[src/rtl/mult_sched_pkg.sv]
// Shared types and constants for the multiply scheduler.
// Latency: n/a (declarations only).
// Backpressure: n/a.
// Contents: FSM state encoding and the worst-case iteration count of the radix-4 multiply unit.
package mult_sched_pkg;

  typedef enum logic [1:0] {
    IDLE = 2'd0,
    BUSY = 2'd1,
    RESP = 2'd2
  } state_e;

  // Radix-4 iterations needed for the widest 32-bit multiplier magnitude (2^31).
  localparam int MULT_MAX_ITER = 16;

endpackage

[src/rtl/mult_sched_rr_arbiter.sv]
// Round-robin arbiter: one-hot pick among req, searching upward from ptr with wrap.
// Latency: purely combinational.
// Backpressure: none; en=0 forces an empty grant.
// Ports: req (N requests), ptr (highest-priority index, must be < N), en (allow a grant),
//        grant (one-hot or zero), grant_idx (binary index of grant, 0 when empty).
module rr_arbiter #(
  parameter int N = 4,
  localparam int PW = (N > 1) ? $clog2(N) : 1
) (
  input  logic [N-1:0]  req,
  input  logic [PW-1:0] ptr,
  input  logic          en,
  output logic [N-1:0]  grant,
  output logic [PW-1:0] grant_idx
);

  logic          found;
  logic [PW:0]   cand;

  always_comb begin
    grant     = '0;
    grant_idx = '0;
    found     = 1'b0;
    cand      = '0;
    for (int i = 0; i < N; i++) begin
      // ptr + i wrapped into 0..N-1 without a divider; one spare bit holds the sum.
      cand = {1'b0, ptr} + (PW+1)'(i);
      if (cand >= (PW+1)'(N)) begin
        cand = cand - (PW+1)'(N);
      end
      if (en && !found && req[cand[PW-1:0]]) begin
        found                  = 1'b1;
        grant[cand[PW-1:0]]    = 1'b1;
        grant_idx              = cand[PW-1:0];
      end
    end
  end

endmodule

[src/rtl/mult_sched.sv]
// Round-robin scheduler sharing one iterative radix-4 multiply unit between NREQ requesters.
// Latency: accept at T, mult_begin from T+1, mult_end expected at T+2+k, resp_valid at T+3+k.
// Backpressure: response held stable while resp_ready=0; no grants issued until it drains.
// Ports: clk/resetn; req_valid/req_op1/req_op2 in, req_ready out (one-hot grant);
//        resp_valid/resp_id/resp_product out, resp_ready in;
//        mult_begin/mult_op1/mult_op2 out to the multiply unit, mult_end/product back from it.
module mult_sched
  import mult_sched_pkg::*;
#(
  parameter int NREQ = 4,
  parameter int IDW  = 3
) (
  input  logic                clk,
  input  logic                resetn,
  input  logic [NREQ-1:0]     req_valid,
  input  logic [NREQ*32-1:0]  req_op1,
  input  logic [NREQ*32-1:0]  req_op2,
  output logic [NREQ-1:0]     req_ready,
  output logic                resp_valid,
  output logic [IDW-1:0]      resp_id,
  output logic [63:0]         resp_product,
  input  logic                resp_ready,
  output logic                mult_begin,
  output logic [31:0]         mult_op1,
  output logic [31:0]         mult_op2,
  input  logic                mult_end,
  input  logic [63:0]         product
);

  localparam int PW = $clog2(NREQ);

  state_e          state;
  state_e          next_state;
  logic [PW-1:0]   rr_ptr;
  logic [PW-1:0]   win_idx;
  logic [PW-1:0]   cur_id;
  logic [NREQ-1:0] grant;
  logic            armed;
  logic            busy_first;
  logic            accept;
  logic            end_seen;
  logic [31:0]     win_op1;
  logic [31:0]     win_op2;

  // armed keeps req_ready low until the first clock edge after reset release, so a
  // requester already waiting cannot see a grant in the same cycle resetn rises.
  rr_arbiter #(.N(NREQ)) u_arb (
    .req       (req_valid),
    .ptr       (rr_ptr),
    .en        ((state == IDLE) && armed),
    .grant     (grant),
    .grant_idx (win_idx)
  );

  assign req_ready  = grant;
  assign accept     = |grant;
  assign resp_valid = (state == RESP);

  // The first BUSY cycle may still carry the previous operation's mult_end (the
  // multiply unit needs a cycle to see mult_begin), so it is ignored there.
  assign end_seen = (state == BUSY) && !busy_first && mult_end;

  always_comb begin
    win_op1 = '0;
    win_op2 = '0;
    for (int i = 0; i < NREQ; i++) begin
      if (win_idx == PW'(i)) begin
        win_op1 = req_op1[i*32 +: 32];
        win_op2 = req_op2[i*32 +: 32];
      end
    end
  end

  always_comb begin
    resp_id          = '0;
    resp_id[PW-1:0]  = cur_id;
  end

  always_comb begin
    next_state = state;
    case (state)
      IDLE:    if (accept)     next_state = BUSY;
      BUSY:    if (end_seen)   next_state = RESP;
      RESP:    if (resp_ready) next_state = IDLE;
      default:                 next_state = IDLE;
    endcase
  end

  always_ff @(posedge clk or negedge resetn) begin
    if (!resetn) begin
      state        <= IDLE;
      rr_ptr       <= '0;
      cur_id       <= '0;
      armed        <= 1'b0;
      busy_first   <= 1'b0;
      mult_begin   <= 1'b0;
      mult_op1     <= '0;
      mult_op2     <= '0;
      resp_product <= '0;
    end else begin
      state      <= next_state;
      armed      <= 1'b1;
      // Registered so it drops on the same edge that consumes mult_end; the
      // multiply unit therefore never sees a second rising mult_begin.
      mult_begin <= (next_state == BUSY);

      if (accept) begin
        mult_op1   <= win_op1;
        mult_op2   <= win_op2;
        cur_id     <= win_idx;
        rr_ptr     <= (win_idx == PW'(NREQ-1)) ? '0 : win_idx + PW'(1);
        busy_first <= 1'b1;
      end else if (state == BUSY) begin
        busy_first <= 1'b0;
      end

      if (end_seen) begin
        resp_product <= product;
      end
    end
  end

endmodule

[config.mk]
export PLATFORM = sky130hd
export DESIGN_NAME = mult_sched
export DESIGN_NICKNAME = d
export VERILOG_FILES = /design/src/rtl/mult_sched_pkg.sv /design/src/rtl/mult_sched_rr_arbiter.sv /design/src/rtl/mult_sched.sv
export SDC_FILE = /design/constraint.sdc
export NUM_CORES = 1
export LEC_CHECK = 0
export ABC_AREA = 1
export CELL_PAD_IN_SITES_DETAIL_PLACEMENT = 2
export CELL_PAD_IN_SITES_GLOBAL_PLACEMENT = 2
export CORE_AREA = 2 2 180 182
export DETAILED_ROUTE_END_ITERATION = 12
export DIE_AREA = 0 0 182 184
export DONT_BUFFER_PORTS = 1
export PLACE_DENSITY = 0.75
export SYNTH_ARGS = -nofsm -noshare
export SYNTH_HDL_FRONTEND = slang
export SYNTH_SLANG_ARGS = --single-unit
[constraint.sdc]
create_clock -name clk -period 3.1 [get_ports clk]
set_input_delay 0.465 -clock clk [delete_from_list [all_inputs] [get_ports clk]]
set_output_delay 0.465 -clock clk [all_outputs]
set_load 0.01 [all_outputs]
After elaboration in Yosys (flattened, before gate mapping)
Index checks and enable logic that the tools add are counted.

storage, ports and cells
  register bits after elaboration = 137
  word-level logic and storage cells = 106
  output and inout port bits = 137
  input bits = 328

cells by class
  muxes and demuxes = 46
  bitwise logic cells = 3
  magnitude comparators = 12
  $add $sub $neg = 8
  reductions and logical operators = 22
  equal/unequal tests = 6

operators with widths
  cell                   count
  $mux W32               8
  $mux W2                12
  $mux W4                4
  $logic_and A1 B1 Y1    14
  $mux W1                13
  $lt A2 B3 Y1 const B   4
  $or A4 B4 Y4           3
  $ge A3 B3 Y1 const B   3
  $bmux W1 S2            4
  $demux W1 S2           4
  $ge A2 B1 Y1 const B   4
  $sub A2 B1 Y2 const B  4
  $add A2 B2 Y3 const B  2
  $eq A2 B1 Y1 const B   3
  $eq A2 B2 Y1 const B   3
  $pmux W2 S3            1
  $logic_not A1 Y1       4
  $logic_not A2 Y1       2
  $reduce_or A4 Y1       1
  $add A2 B1 Y3 const B  1
  $ge A2 B3 Y1 const B   1
  $add A2 B1 Y2 const B  1
  $reduce_bool A2 Y1     1

Logic depth before layout (Yosys ltp)
  depth after elaboration = 23
  depth in mapped cells = 22

Hierarchy
From an unflattened synthesis, not the netlist that was laid out.

second synthesis, totals
  cell total of the unflattened synthesis = 1307
  area, all modules = 8777.2 sq um

modules (own cells, without submodules)
  module      instances  cells each  area each (sq um)
  mult_sched  1          1225        8271.7
  rr_arbiter  1          82          505.5

Least setup slack after synthesis
Ideal clock, no wire load.

  kind = register -> register
  start = register rr_ptr[0]
  end = register mult_op1[1]
  path buffers = 4
  setup slack = -34 ps
  arrival time = 3018 ps
  library setup time = 117 ps
  clock period less this slack = 3134 ps
  stages on the path, launching flop included = 20
  required time = 2983 ps
  cells stage by stage = dfrtp_1 buf_4 inv_4 ha_1 inv_1 nand3_2 nand2_1 inv_2 nor3b_1 nor2_1 nor2_1 nor2_1 inv_1 ha_1 clkbuf_1 clkbuf_1 clkbuf_1 o21ai_0 nand2_1 nand2_1

on the way
  longest elaborated chain between the ends = 23
  elaborated cells on any way between the ends = 76
  those cells by class = 7 x add/sub; 12 x order compare; 3 x eq/ne; 35 x mux; 3 x bitwise; 16 x reduce/logical

RTL lines
  what                                                  line                                                      RTL
  start: declaration                                    mult_sched.sv:34                                          logic [PW-1:0] rr_ptr;
  start signal: assignment                              mult_sched.sv:111                                         rr_ptr <= (win_idx == PW'(NREQ-1)) ? '0 : win_idx + PW'(1);
  $ge A2 B3 Y1 / $sub A2 B1 Y2 (equally long branches)  mult_sched_rr_arbiter.sv:28, mult_sched_rr_arbiter.sv:29
  $mux W2                                               mult_sched_rr_arbiter.sv:28                               if (cand >= (PW+1)'(N)) begin
  $bmux W1 S2                                           mult_sched_rr_arbiter.sv:31                               if (en && !found && req[cand[PW-1:0]]) begin
  $mux W1 (not written as such)                         mult_sched_rr_arbiter.sv:31
  $logic_and A1 B1 Y1                                   mult_sched_rr_arbiter.sv:31
  $mux W1                                               mult_sched_rr_arbiter.sv:31
  $logic_not A1 Y1                                      mult_sched_rr_arbiter.sv:31
  $logic_and A1 B1 Y1 (2 in series)                     mult_sched_rr_arbiter.sv:31
  [4 not listed]                                        -
  $mux W1                                               mult_sched_rr_arbiter.sv:31
  $logic_not A1 Y1                                      mult_sched_rr_arbiter.sv:31
  $logic_and A1 B1 Y1 (2 in series)                     mult_sched_rr_arbiter.sv:31
  $mux W2 (*)                                           mult_sched_rr_arbiter.sv:31
  named net u_arb.grant_idx[0]                          mult_sched_rr_arbiter.sv:14                               output logic [PW-1:0] grant_idx
  $logic_not A2 Y1                                      mult_sched.sv:67                                          if (win_idx == PW'(i)) begin
  $mux W32 (3 in series)                                mult_sched.sv:67
  $mux W32 (*)                                          mult_sched.sv:67
  end signal: assignment                                mult_sched.sv:108                                         mult_op1 <= win_op1;
  end: declaration                                      mult_sched.sv:24                                          output logic [31:0] mult_op1,

Mark *: on every way through the listed nets, which the timed path passes. The rest lies on a longest branch. The select of a mux whose other input is x is not followed.
A chain may end at the register's enable or synchronous reset.

Final worst setup path
  start = register rr_ptr[0]
  end = register mult_op1[3]

The elaborated chain is that of the path after synthesis.

==> metrics.md <==
| Metric | Value |
|---|---|
| Worst Path Required | 3460 ps |
| # port buffers | 0 |
| Worst Path Arrival | 3330 ps |
| Hold Path Class | in -> async |
| Die Width | between 150 and 200 microns |
| Power per cell area | 1330 nW/um^2 |
| Worst slew pin tran | about 540 ps |
| Number of synthesized flops with an enable pin | 0 |
| Met1 Use GR | between 20% and 30% |
| Crit path launch type | flip-flop |
| Sequential area share after synthesis | between 40% and 50% |
| Initial antenna violation count | 4 |
| Failing checks | hold timing |
| Sw Pwr | 5890 uW |
| Vias in the first global route | 7,845 |
| Depth of the CTS H-tree | 4 |
| Routed WL | 33.8 mm |
| CTS tree | done |
| Met3 Track Usage GR | 6.60% |
| Crit path capture type | flip-flop |
| Avg Cell Area, Syn | 7.97 sq um |
| Filler cells | 3,631 |
| Clk network pwr share | 17.1% |
| WS Path Type | reg -> reg |
| Layout Cells excl Fill | 1,383 |
| DR pass1 iterations | 4 |
| Fin crit share | 95.8% |
| Design area | ~9000 sq um |
| Num rows | 65 |
| Detail-routed via count per cell | around 5.3 |
| Cell variety after synth | 27 |
| Initial Utilization | approximately a quarter |
| Clock sinks | 137 |
| Hold_ws | -271 ps |
| Later-pin clock latency in the skew report | around 420 ps |
| Final Skew | around 11 ps |
| Fin crit period | a little under 3000 ps |
| Grt met2 use | 35.1% |
| Global route overflow | 0 |
| Syn-to-layout area delta | 17.4% |
| Pint | about 6300 uW |
| Clock transition at path regs | approximately 70 ps |
| Wire length per cell | 24.4 microns |
| Core area | 31,400 sq um |
| DRT iter0 DRCs | 270 |
| Leak | roughly 0.0042 uW |
| Max Buffers Root-to-Sink | 2 |
| Finish-stage setup viols | 0 |
| Top FF cell, synth | dfrtp_1 |
| Dpl cells | 1,343 |
| Post-synth net total | 1,317 |
| Post-synthesis cell count | 977 |
| I/O pins | 465 |
| Final GP Congestion | 0.814 |
| Comb pwr share | 51.1% |
| Die ar. | 33,500 sq um |
| DRC | 0 |
| Post-synth ARST share | 100% |
| Max Freq | 337 MHz |
| Fraction of layout cells with a size suffix above 1 | 18.2% |
| Worst VDD drop | around 530 uV |
| Status | finished, violations left |
| Final Net Count | 1,304 |
| Most Used Layer, Global Route | met2 |
| Max-Cap Viols | 0 |
| First-pass GRT wire length | 49.2 mm |
| Clock root buffer | clkbuf_16 |
| Final Util | 29.1% |
| Yosys warning total | 0 |
| Dpl cell area | 8400 sq um |
| Total CTS buffers | 17 |
| Max Slew Vio Count | 0 |
| Synth Register Bits | 137 |
| Largest net degree at the start of global routing | roughly 140 |
| Switching part of the total | 48.4% |
| Sequential Power Share | 31.8% |
| Post-DP HPWL | 25.5 mm |
| Slew headroom | 63.7% |
| Die Y | 184 microns |
| Hold Fails Final Rpt | 137 |
| CP max FO | 43 |
| Synth Cell Area | between 7000 and 8000 sq um |
| Routed Antenna Nets | 0 |
| Total GRT Usage | between 15 and 20% |
| DR vias | 7,285 |
| Tot Pwr | 12,200 uW |
[critical path, cell delays in order (launching register included)]
cell and delay, ps:
dfrtp_1 400, buf_4 220, nand2_1 120, nand2_1 130
nand2_1 120, nand2_4 140, nor3b_2 250, nor2_1 60
nor2_1 190, nor2_4 90, inv_2 90, ha_4 180
buf_12 220, a21oi_1 100, nand2_1 60, o21ai_0 70
o21ai_0 150, buf_4 150, nand2_1 50, nand2_1 70
[cell families (layout without fill, tap and decap cells)]
| logic type | after synthesis | in the layout | share of synthesized area, % |
|---|---|---|---|
| buffers and inverters | 96 | 96 | 5.51 |
| AOI/OAI and AO/OA | 196 | 196 | 12.6 |
| and+or+nand+nor | 470 | 470 | 26.5 |
| muxes | 64 | 64 | 9.26 |
| other | 2 | 6 | 0.0965 |
| DFF | 137 | 137 | 44.0 |
| adders and majority gates | 12 | 12 | 1.93 |
[routing by layer]
metal  up-vias  wire, microns
met4         2            675
li1       3270              -
met3        37           2920
met5         -             12
met2       333          17600
met1      3643          12600
[per-stage QoR]
stage	setup TNS [ps]	worst slack (ps)
detailed placement	-1410	-133
global route	-914	-80.7
global placement	0	113
CTS	0	31.2
finish	0	131
floorplan	0	20.2
[layout by cell type (no fill, tap or decap), drive strengths merged]
cell type / instances
diode: 4
conb: 2
nor2: 12
a21oi: 66
ha: 12
nand2: 301
bufbuf: 1
bufinv: 1
o21ai: 129
inv: 23
o31ai: 1
nor3b: 1
buf: 44
dfrtp: 137
clkinv: 5
clkinvlp: 4
nand3: 152
mux2: 64
clkbuf: 18
nand4: 4
[synthesized netlist by cell type (2+ instances only)]
cell type,count,area (sq um)
conb_1,2,7.51
ha_1,12,150
dfrtp_1,137,3430
o21ai_0,129,646
nor2_4,3,33.8
mux2_2,64,721
clkbuf_1,43,161
nand4_1,4,25.0
buf_2,17,85.1
a21oi_1,66,330
nand2_1,294,1100
buf_1,7,26.3
inv_2,5,18.8
inv_1,9,33.8
nand3_1,145,726
nand3_2,7,70.1
clkinv_1,4,15.0
buf_6,2,22.5
nand2_2,6,37.5
nor2_1,7,26.3
buf_4,8,60.1
[power by group through the flow]
stage                     Clock [uW]  Sequential, uW  Combinational [uW]
after floorplan                    0            3520                4250
after global placement             0            3900                5780
after detailed placement           0            3930                6050
after CTS                       2160            3910                6180
after global routing            2230            3980                7070
final                           2080            3870                6220
[state kept, by name (all words and copies together), names as in the netlist]
| name | flops |
|---|---|
| resp_product | 64 |
| mult_op1 | 32 |
| mult_op2 | 32 |
| cur_id | 2 |
| rr_ptr | 2 |
| state | 2 |
| armed | 1 |
| busy_first | 1 |
| mult_begin | 1 |
[worst paths after layout]
path,to,slack (ps),cells past startpoint,start
setup / recovery,mult_op1[3],130,19,rr_ptr[0]
hold / removal,resp_product[21],-270,0,resetn
setup reg to reg,mult_op1[3],130,19,rr_ptr[0]
hold reg to reg,busy_first,500,2,busy_first
max in group asynchronous,rr_ptr[0],3170,0,resetn
min in group clk,state[1],120,1,resp_ready
[repair_timing]
action                     in CTS  in global routing
gates resized for setup         9                 23
gates cloned                    1                  0
setup endpoints to repair      28                 64
hold endpoints to repair      137                137
buffers inserted                1                  2
pin swaps                       1                  3
[cell type report]
cell class                 instances  area [sq um]  area share, %
sequential                       137          3430           37.5
tap                              402           503           5.50
clock buffer                      18           429           4.70
inverter                          19          76.3          0.835
timing repair buffer              45           512           5.60
multi-input combinational        744          4020           44.0
clock inverter                    14           156           1.71
antenna                            4          10.0          0.110
(Power assumes the default switching activity.)
